==> src/rtl/add_share_pkg.sv <==
`default_nettype none
// ============================================================================
// Module      : add_share_pkg
// Description : Shared definitions for the shared-adder controller. Holds the
//               FSM state encoding, requester id constants and the width of
//               the settle counter.
// Ports       : none (package)
// Revision    : 1.0 - initial release
// ============================================================================
package add_share_pkg;

    typedef enum logic [1:0] {
        IDLE   = 2'd0,
        SETTLE = 2'd1,
        RESP   = 2'd2
    } state_t;

    localparam logic REQ0     = 1'b0;
    localparam logic REQ1     = 1'b1;
    localparam int   SETTLE_W = 4;

endpackage
`default_nettype wire

==> src/rtl/add_share_ctrl_rr_arb2.sv <==
`default_nettype none
// ============================================================================
// Module      : rr_arb2
// Description : Two-way round-robin grant. A lone requester always wins; when
//               both request, the pointer names the winner.
// Ports       : i_req    - request bits, one per requester
//               i_ptr    - requester id favoured on contention
//               o_grant  - one-hot grant (all zero when nobody requests)
//               o_winner - id of the granted requester
// Revision    : 1.0 - initial release
// ============================================================================
module rr_arb2
    import add_share_pkg::*;
(
    input  logic [1:0] i_req,
    input  logic       i_ptr,
    output logic [1:0] o_grant,
    output logic       o_winner
);

    always_comb begin
        o_winner = REQ0;
        o_grant  = 2'b00;
        if (i_req == 2'b11) begin
            o_winner = i_ptr;
        end else if (i_req[1]) begin
            o_winner = REQ1;
        end
        if (i_req != 2'b00) begin
            o_grant = (o_winner == REQ1) ? 2'b10 : 2'b01;
        end
    end

endmodule
`default_nettype wire

==> src/rtl/add_share_ctrl.sv <==
`default_nettype none
// ============================================================================
// Module      : add_share_ctrl
// Description : Shares one slow combinational WIDTH-bit adder between two
//               requesters. Round-robin arbitration in IDLE, registered
//               operands are held for SETTLE_CYCLES cycles, then the adder
//               output is captured and returned over a valid/ready handshake.
// Ports       : CLK, RST            - clock, synchronous active-high reset
//               REQn_VALID/READY/A/B - operand request from requester n
//               RSPn_VALID/READY/SUM - result return to requester n
//               RSPn_OVF             - signed overflow of the returned sum
//                                      (only with ADD_SHARE_CTRL_OVF_EN)
//               ADD_A, ADD_B, ADD_SUM - interface to the shared adder
//               BUSY                 - high whenever the FSM is not in IDLE
// Options     : define ADD_SHARE_CTRL_OVF_EN to build the overflow outputs.
// Revision    : 1.0 - initial release
// ============================================================================
module add_share_ctrl
    import add_share_pkg::*;
#(
    parameter int WIDTH         = 64,
    parameter int SETTLE_CYCLES = 4
)(
    input  logic             CLK,
    input  logic             RST,
    input  logic             REQ0_VALID,
    output logic             REQ0_READY,
    input  logic [WIDTH-1:0] REQ0_A,
    input  logic [WIDTH-1:0] REQ0_B,
    output logic             RSP0_VALID,
    input  logic             RSP0_READY,
    output logic [WIDTH-1:0] RSP0_SUM,
    input  logic             REQ1_VALID,
    output logic             REQ1_READY,
    input  logic [WIDTH-1:0] REQ1_A,
    input  logic [WIDTH-1:0] REQ1_B,
    output logic             RSP1_VALID,
    input  logic             RSP1_READY,
    output logic [WIDTH-1:0] RSP1_SUM,
    output logic [WIDTH-1:0] ADD_A,
    output logic [WIDTH-1:0] ADD_B,
    input  logic [WIDTH-1:0] ADD_SUM,
`ifdef ADD_SHARE_CTRL_OVF_EN
    output logic             RSP0_OVF,
    output logic             RSP1_OVF,
`endif
    output logic             BUSY
);

    generate
        if (SETTLE_CYCLES < 1 || SETTLE_CYCLES > 15) begin : g_bad_settle
            $error("add_share_ctrl: SETTLE_CYCLES must lie in 1..15");
        end
    endgenerate

    localparam logic [SETTLE_W-1:0] c_cnt_load = SETTLE_W'(SETTLE_CYCLES - 1);

    state_t              r_state;
    state_t              w_state_nxt;
    logic                r_ptr;
    logic                r_owner;
    logic [SETTLE_W-1:0] r_cnt;
    logic [WIDTH-1:0]    r_add_a;
    logic [WIDTH-1:0]    r_add_b;
    logic [WIDTH-1:0]    r_sum0;
    logic [WIDTH-1:0]    r_sum1;
    logic [1:0]          w_grant;
    logic                w_winner;
    logic                w_accept;
    logic                w_rsp_ready;

    rr_arb2 u_arb (
        .i_req    ({REQ1_VALID, REQ0_VALID}),
        .i_ptr    (r_ptr),
        .o_grant  (w_grant),
        .o_winner (w_winner)
    );

    assign w_rsp_ready = (r_owner == REQ1) ? RSP1_READY : RSP0_READY;

    always_ff @(posedge CLK) begin
        if (RST) begin
            r_state <= IDLE;
        end else begin
            r_state <= w_state_nxt;
        end
    end

    // READY is masked while RST is high so no handshake is reported in a
    // cycle whose edge is going to discard it.
    always_comb begin
        w_state_nxt = r_state;
        w_accept    = 1'b0;
        REQ0_READY  = 1'b0;
        REQ1_READY  = 1'b0;
        RSP0_VALID  = 1'b0;
        RSP1_VALID  = 1'b0;
        BUSY        = (r_state != IDLE);
        case (r_state)
            IDLE: begin
                REQ0_READY = w_grant[0] & ~RST;
                REQ1_READY = w_grant[1] & ~RST;
                if ((w_grant != 2'b00) && !RST) begin
                    w_accept    = 1'b1;
                    w_state_nxt = SETTLE;
                end
            end
            SETTLE: begin
                if (r_cnt == '0) begin
                    w_state_nxt = RESP;
                end
            end
            RESP: begin
                RSP0_VALID = (r_owner == REQ0);
                RSP1_VALID = (r_owner == REQ1);
                if (w_rsp_ready) begin
                    w_state_nxt = IDLE;
                end
            end
            default: w_state_nxt = IDLE;
        endcase
    end

    always_ff @(posedge CLK) begin
        if (RST) begin
            r_ptr   <= REQ0;
            r_owner <= REQ0;
            r_cnt   <= '0;
            r_add_a <= '0;
            r_add_b <= '0;
            r_sum0  <= '0;
            r_sum1  <= '0;
        end else begin
            if (w_accept) begin
                r_add_a <= (w_winner == REQ1) ? REQ1_A : REQ0_A;
                r_add_b <= (w_winner == REQ1) ? REQ1_B : REQ0_B;
                r_owner <= w_winner;
                r_cnt   <= c_cnt_load;
            end
            if (r_state == SETTLE) begin
                if (r_cnt == '0) begin
                    if (r_owner == REQ1) begin
                        r_sum1 <= ADD_SUM;
                    end else begin
                        r_sum0 <= ADD_SUM;
                    end
                end else begin
                    r_cnt <= r_cnt - 1'b1;
                end
            end
            if ((r_state == RESP) && w_rsp_ready) begin
                r_ptr <= ~r_owner;
            end
        end
    end

`ifdef ADD_SHARE_CTRL_OVF_EN
    logic r_ovf0;
    logic r_ovf1;
    logic w_ovf;

    // Signed overflow: operands agree in sign and the sum does not.
    assign w_ovf = (r_add_a[WIDTH-1] == r_add_b[WIDTH-1]) &&
                   (ADD_SUM[WIDTH-1] != r_add_a[WIDTH-1]);

    always_ff @(posedge CLK) begin
        if (RST) begin
            r_ovf0 <= 1'b0;
            r_ovf1 <= 1'b0;
        end else if ((r_state == SETTLE) && (r_cnt == '0)) begin
            if (r_owner == REQ1) begin
                r_ovf1 <= w_ovf;
            end else begin
                r_ovf0 <= w_ovf;
            end
        end
    end

    assign RSP0_OVF = r_ovf0;
    assign RSP1_OVF = r_ovf1;
`endif

    assign ADD_A    = r_add_a;
    assign ADD_B    = r_add_b;
    assign RSP0_SUM = r_sum0;
    assign RSP1_SUM = r_sum1;

endmodule
`default_nettype wire
==> config.mk <==
export PLATFORM = sky130hd
export DESIGN_NAME = add_share_ctrl
export DESIGN_NICKNAME = d
export VERILOG_FILES = /design/src/rtl/add_share_pkg.sv /design/src/rtl/add_share_ctrl_rr_arb2.sv /design/src/rtl/add_share_ctrl.sv
export SDC_FILE = /design/constraint.sdc
export NUM_CORES = 1
export LEC_CHECK = 0
export CORE_AREA = 2 2 229 231
export DETAILED_ROUTE_END_ITERATION = 8
export DIE_AREA = 0 0 231 233
export DONT_BUFFER_PORTS = 1
export MAX_ROUTING_LAYER = met4
export PLACE_DENSITY = 0.3
export SLEW_MARGIN = 25
export SYNTH_ARGS = -nofsm -noshare
export SYNTH_HDL_FRONTEND = slang
export SYNTH_SLANG_ARGS = --single-unit
==> constraint.sdc <==
create_clock -name CLK -period 2.3 [get_ports CLK]
set_input_delay 0 -clock CLK [delete_from_list [all_inputs] [get_ports CLK]]
set_output_delay 0 -clock CLK [all_outputs]
set_load 0.005 [all_outputs]
### Word-level counts from Yosys, hierarchy flattened

Index checks and enable logic that the tools add are counted.
Widths: inputs -> output; s select.

| storage, ports and cells | value |
|---|---|
| register bits | 264 |
| bits of input ports | 326 |
| output and inout bits | 261 |
| word-level logic and storage cells | 50 |

| operators by class | value |
|---|---|
| add/sub/neg operators | 1 |
| equal/unequal tests | 6 |
| mux-type cells | 20 |
| bitwise logic cells | 4 |
| reduce and logical (&&, ||, !) cells | 11 |

Operators by type and width:

| operator | count |
|---|---|
| $mux 64 | 2 |
| $mux 4 | 3 |
| $mux 2 | 5 |
| $mux 1 | 9 |
| $reduce_and 3->1 | 3 |
| $ne 2x2->1 const B | 3 |
| $pmux 2 s3 | 1 |
| $reduce_bool 2->1 | 3 |
| $eq 2x2->1 const B | 2 |
| $logic_not 4->1 | 1 |
| $sub 4x1->4 const B | 1 |
| $and 1x1->1 | 2 |
| $eq 2x1->1 const B | 1 |
| $logic_and 1x1->1 | 2 |
| $logic_not 2->1 | 1 |
| $not 1->1 | 2 |
| $logic_not 1->1 | 1 |

### Longest topological paths before layout

| logic depth | value |
|---|---|
| depth after elaboration | 11 |
| mapped depth | 9 |
| depth with buffers taken out | 6 |

### Cells and area by module

A second synthesis with hierarchy kept.

| unflattened totals | value |
|---|---|
| cell total of the unflattened synthesis | 1,132 |
| area total of the unflattened synthesis | 11,566.1 µm² |

Modules (own cells, without submodules):

| module | times used | cells each | area each (µm²) |
|---|---|---|---|
| add_share_ctrl | 1 | 1,128 | 11,539.8 |
| rr_arb2 | 1 | 4 | 26.3 |

### Least setup slack after synthesis

OpenSTA, ideal clock, no wires.

| timing | value |
|---|---|
| path type | reg-to-reg |
| start | register r_state[1] |
| end | register r_add_a[48] (netlist: ADD_A[48]) |
| arrival time | 1.655 ns |
| required time | 2.172 ns |
| setup slack | 0.517 ns |
| stages on the path, launching flop included | 10 |
| path buffers | 5 |
| period minus slack after synthesis | 1.783 ns |
| cells stage by stage | dfxtp_1 > or2_1 > buf_2 > or3_1 > buf_2 > buf_6 > buf_6 > buf_6 > nand3b_2 > o21ai_1 |

| between the ends | value |
|---|---|
| longest elaborated chain between the ends | 2 |

RTL lines:

| element | RTL line | RTL |
|---|---|---|
| from (decl) | add_share_ctrl.sv:58 | `state_t r_state;` |
| from (signal assigned) | add_share_ctrl.sv:85 | `r_state <= w_state_nxt;` |
| $logic_not 2->1 | add_share_ctrl.sv:99 | `case (r_state)` |
| $mux 1 | add_share_ctrl.sv:99 |  |
| to (signal assigned) | add_share_ctrl.sv:135 | `r_add_a <= (w_winner == REQ1) ? REQ1_A : REQ0_A;` |
| to (decl) | add_share_ctrl.sv:63 | `logic [WIDTH-1:0] r_add_a;` |

No other way between the ends.
A chain may end at the register's enable or synchronous reset.

### Worst setup path after layout

| timing | value |
|---|---|
| start | register r_cnt[1] |
| end | register r_sum1[55] (netlist: RSP1_SUM[55]) |

| between the ends | value |
|---|---|
| longest elaborated chain between the ends | 2 |

RTL lines:

| element | RTL line | RTL |
|---|---|---|
| from (decl) | add_share_ctrl.sv:62 | `logic [SETTLE_W-1:0] r_cnt;` |
| from (signal assigned) | add_share_ctrl.sv:138 | `r_cnt <= c_cnt_load;` |
| from (signal assigned) | add_share_ctrl.sv:148 | `r_cnt <= r_cnt - 1'b1;` |
| $logic_not 4->1 | add_share_ctrl.sv:141 | `if (r_cnt == '0) begin` |
| $reduce_and 3->1 (no line) | -- |  |
| to (signal assigned) | add_share_ctrl.sv:132 | `r_sum1 <= '0;` |
| to (signal assigned) | add_share_ctrl.sv:143 | `r_sum1 <= ADD_SUM;` |
| to (decl) | add_share_ctrl.sv:66 | `logic [WIDTH-1:0] r_sum1;` |

No other way between the ends.

==> impl_metrics.ini <==
[outcome]
status = finished with violations
violations = negative hold slack

[place]
pre_cts_ws_ps = 378
place_congestion = 0.768
io_buffers = 0
place_area_um2 = 11400
hpwl_um = 27500

[min_path]
whs_endpoint = RSP0_SUM[60]
hold_depth = 1
hp-start = RST
hp-class = input port to register

[detailed_routing]
drc = 0
ant_nets = 0
vias_per_cell = 4.42
avgRoutedWirePerCell_um = 19.1
drt_wl_total_um = 42500
vias = 9842
first_pass_iters = 5
drtIter0Drc = 418

[synth]
yosysSeqAreaShare_pct = 49.2
yosys-top-cells-area = dfxtp_1, mux2i_1, nand2_1, a21oi_1, nand3b_1
syn_area_um2 = 10700
synth_fp_nets = 1506
syn_avg_cell_area_um2 = 9.11
ys.flop_type = dfxtp_1
yosys.area.top_type_share_pct = 49.2
ys_seq_elements = 264
syn_inst = 1179
synth_top_area_cell = dfxtp_1
ys_types = 36
synth-edff-count = 0
async_flop_share_pct = 0
synth_warnings = 0

[sta]
layout_setup_ws_ps = 115
timing.final.crit_share_pct = 95.0
setup_viol = 0
finalCriticalPeriod_ps = 2190
relSlewSlack_pct = 64.8
hold_slack_ps = -444
clock.fmax_ghz = 0.458
tns_ps = 0
hold_viol = 182
fin_worst_skew_ps = 18.1
maxSlewViolCount = 0
worstMarginPinSlew_ps = 526

[pwr]
power_per_cell_area_nw_per_um2 = 784
fin_total_pwr_mw = 13.0
vdd_drop_max_v = 0.000365
leakagePower_nw = 6.43

[clock_network]
insertion_delay_ps = 530
cts_buffer_depth = 3
clkSinkCount = 264
h-tree-depth = 2
cts_tree = done
cts_root_buf = clkbuf_16
cts_buffers = 36
path_clk_slew_ps = 60

[grt]
first_global_vias = 9639
grt_start_max_net_pins = 268
grt_pass1_wl_um = 59800
antenna_found_initial = 1
overflow = 0
grt_use_total_pct = 14.8

[final_layout]
fillers = 5379
area_growth_pct = 53.8
nNetsFinal = 1852
design_area_um2 = 16500
drive_gt1_share_pct = 9.69

[setup_path]
worstPathArrival_ps = 2670
reg2reg_to = RSP1_SUM[55]
critPathMaxFanout = 12
rrSetupSlack_ps = 110
startpoint_type = register
reg2reg_from = r_cnt[1]
cp-end-kind = register
worstPathRequired_ps = 2780
path_class = register to register
reg2reg_depth = 9

[floorplanning]
die_w_um = 231
die-area_um2 = 53800
ios = 587
die_h_um = 233
core_um2 = 51100
row_count = 83
start_util_pct = 21.0

[run]
drv_cap = 0
==> placed cells by master, fill, tap and decap left out, types with 2 or more instances in the layout <==
master	netlist	routed
inv_1	3	3
nor2_1	5	4
bufinv_16	0	4
clkbuf_16	0	38
nor2b_1	3	3
o21ai_0	19	19
buf_4	0	16
mux2i_1	129	129
nand3b_1	80	80
a21oi_1	132	132
dfxtp_1	264	262
clkinv_2	0	4
nand3_1	3	2
inv_6	0	4
o21ai_1	110	110
buf_6	14	3
clkbuf_1	66	6
nand3b_2	50	50
clkbuf_8	0	5
buf_12	0	11
nand2_1	258	258
and2_1	2	2
dfxtp_2	0	2
nor3b_2	0	2
or3_4	0	2
dlygate4sd3_1	0	376
==> report_power, final <==
| group | total [mW] | switching [mW] | internal, mW |
|---|---|---|---|
| clock | 5.74 | 2.18 | 3.56 |
| sequential | 5.39 | 0.429 | 4.96 |
| combinational | 1.83 | 0.793 | 1.04 |
| total | 13.0 | 3.40 | 9.56 |
==> synthesized netlist by cell type (2+ instances only) <==
library cell  number
nor3_1             2
mux2i_1          129
a21oi_1          132
buf_2             18
and2_1             2
nor3b_1            2
dfxtp_1          264
inv_1              3
buf_1              2
o21ai_0           19
nand3_1            3
nor2b_1            3
nand3b_2          50
nand3b_1          80
nand2_1          258
buf_6             14
nor2_1             5
clkbuf_1          66
o21ai_1          110
==> through the flow <==
| step | util (%) | cells |
|---|---|---|
| floorplan | - | 1179 |
| detailed placement | 22.4 | 1783 |
| finish | 32.3 | 2229 |
| global placement | 22.4 | 1783 |
| global route | 32.3 | 2229 |
| CTS | 31.0 | 2162 |
==> how the worst max path moves through the flow <==
stage / start / endpoint / slack (ps) / cells past startpoint
detailed placement: r_cnt[0] / RSP1_SUM[50] / 380 / 8
global route: r_cnt[1] / RSP1_SUM[55] / -70 / 9
floorplan: r_state[1] / ADD_A[48] / 520 / 9
CTS: r_state[1] / r_cnt[3] / 20 / 6
global placement: r_cnt[0] / RSP1_SUM[50] / 430 / 8
finish: r_cnt[1] / RSP1_SUM[55] / 110 / 9
==> final cells by class <==
| class | count | area, µm² | share of cell area [%] |
|---|---|---|---|
| inverter | 3 | 11.3 | 0.0682 |
| timing repair buffer | 407 | 4160 | 25.2 |
| multi-input combinational | 813 | 5010 | 30.3 |
| tap | 680 | 851 | 5.15 |
| antenna | 1 | 2.50 | 0.0151 |
| clock buffer | 48 | 1020 | 6.16 |
| clock inverter | 13 | 184 | 1.11 |
| sequential | 264 | 5290 | 32.0 |
==> worst max-delay path: stages (launching register included) <==
cell and delay, ps:
dfxtp_2 320, inv_1 90, ha_1 180, nor3b_2 160
buf_4 160, and3_4 300, buf_12 160, nand2_1 60
a21oi_1 130, dlygate4sd3_1 560
==> layer usage <==
layer | wire, µm | vias to the layer above | part of all wire [%] | GRT usage (%)
met3 | 3670 | 49 | 8.6 | 5.38
met1 | 16200 | 4666 | 38 | 15.9
li1 | - | 4743 | - | -
met5 | 0 | - | 0 | -
met4 | 857 | 0 | 2.0 | 4.21
met2 | 21800 | 384 | 51 | 25.6
==> logic make-up after synthesis <==
| logic type | after synthesis | synth area share, % |
|---|---|---|
| buffers and inverters | 104 | 4.83 |
| AOI/OAI and AO/OA | 269 | 12.7 |
| DFF | 264 | 49.2 |
| adders and majority gates | 1 | 0.116 |
| muxes | 129 | 12.0 |
| and+or+nand+nor | 412 | 21.1 |
==> sequential cells by signal, summed over array words and instances (netlist names) <==
register	flops
RSP1_SUM	64
ADD_A	64
r_ptr	1
RSP0_SUM	64
r_cnt	4
ADD_B	64
r_state	2
r_owner	1
==> repair_timing <==
item                                    4_1_cts  5_1_grt
endpoints found under the setup margin        0       42
hold buffers                                318       58
buffers inserted                              0        4
hold endpoints to repair                    264      231
gates resized for setup                       0       10
(Power assumes the default switching activity.)
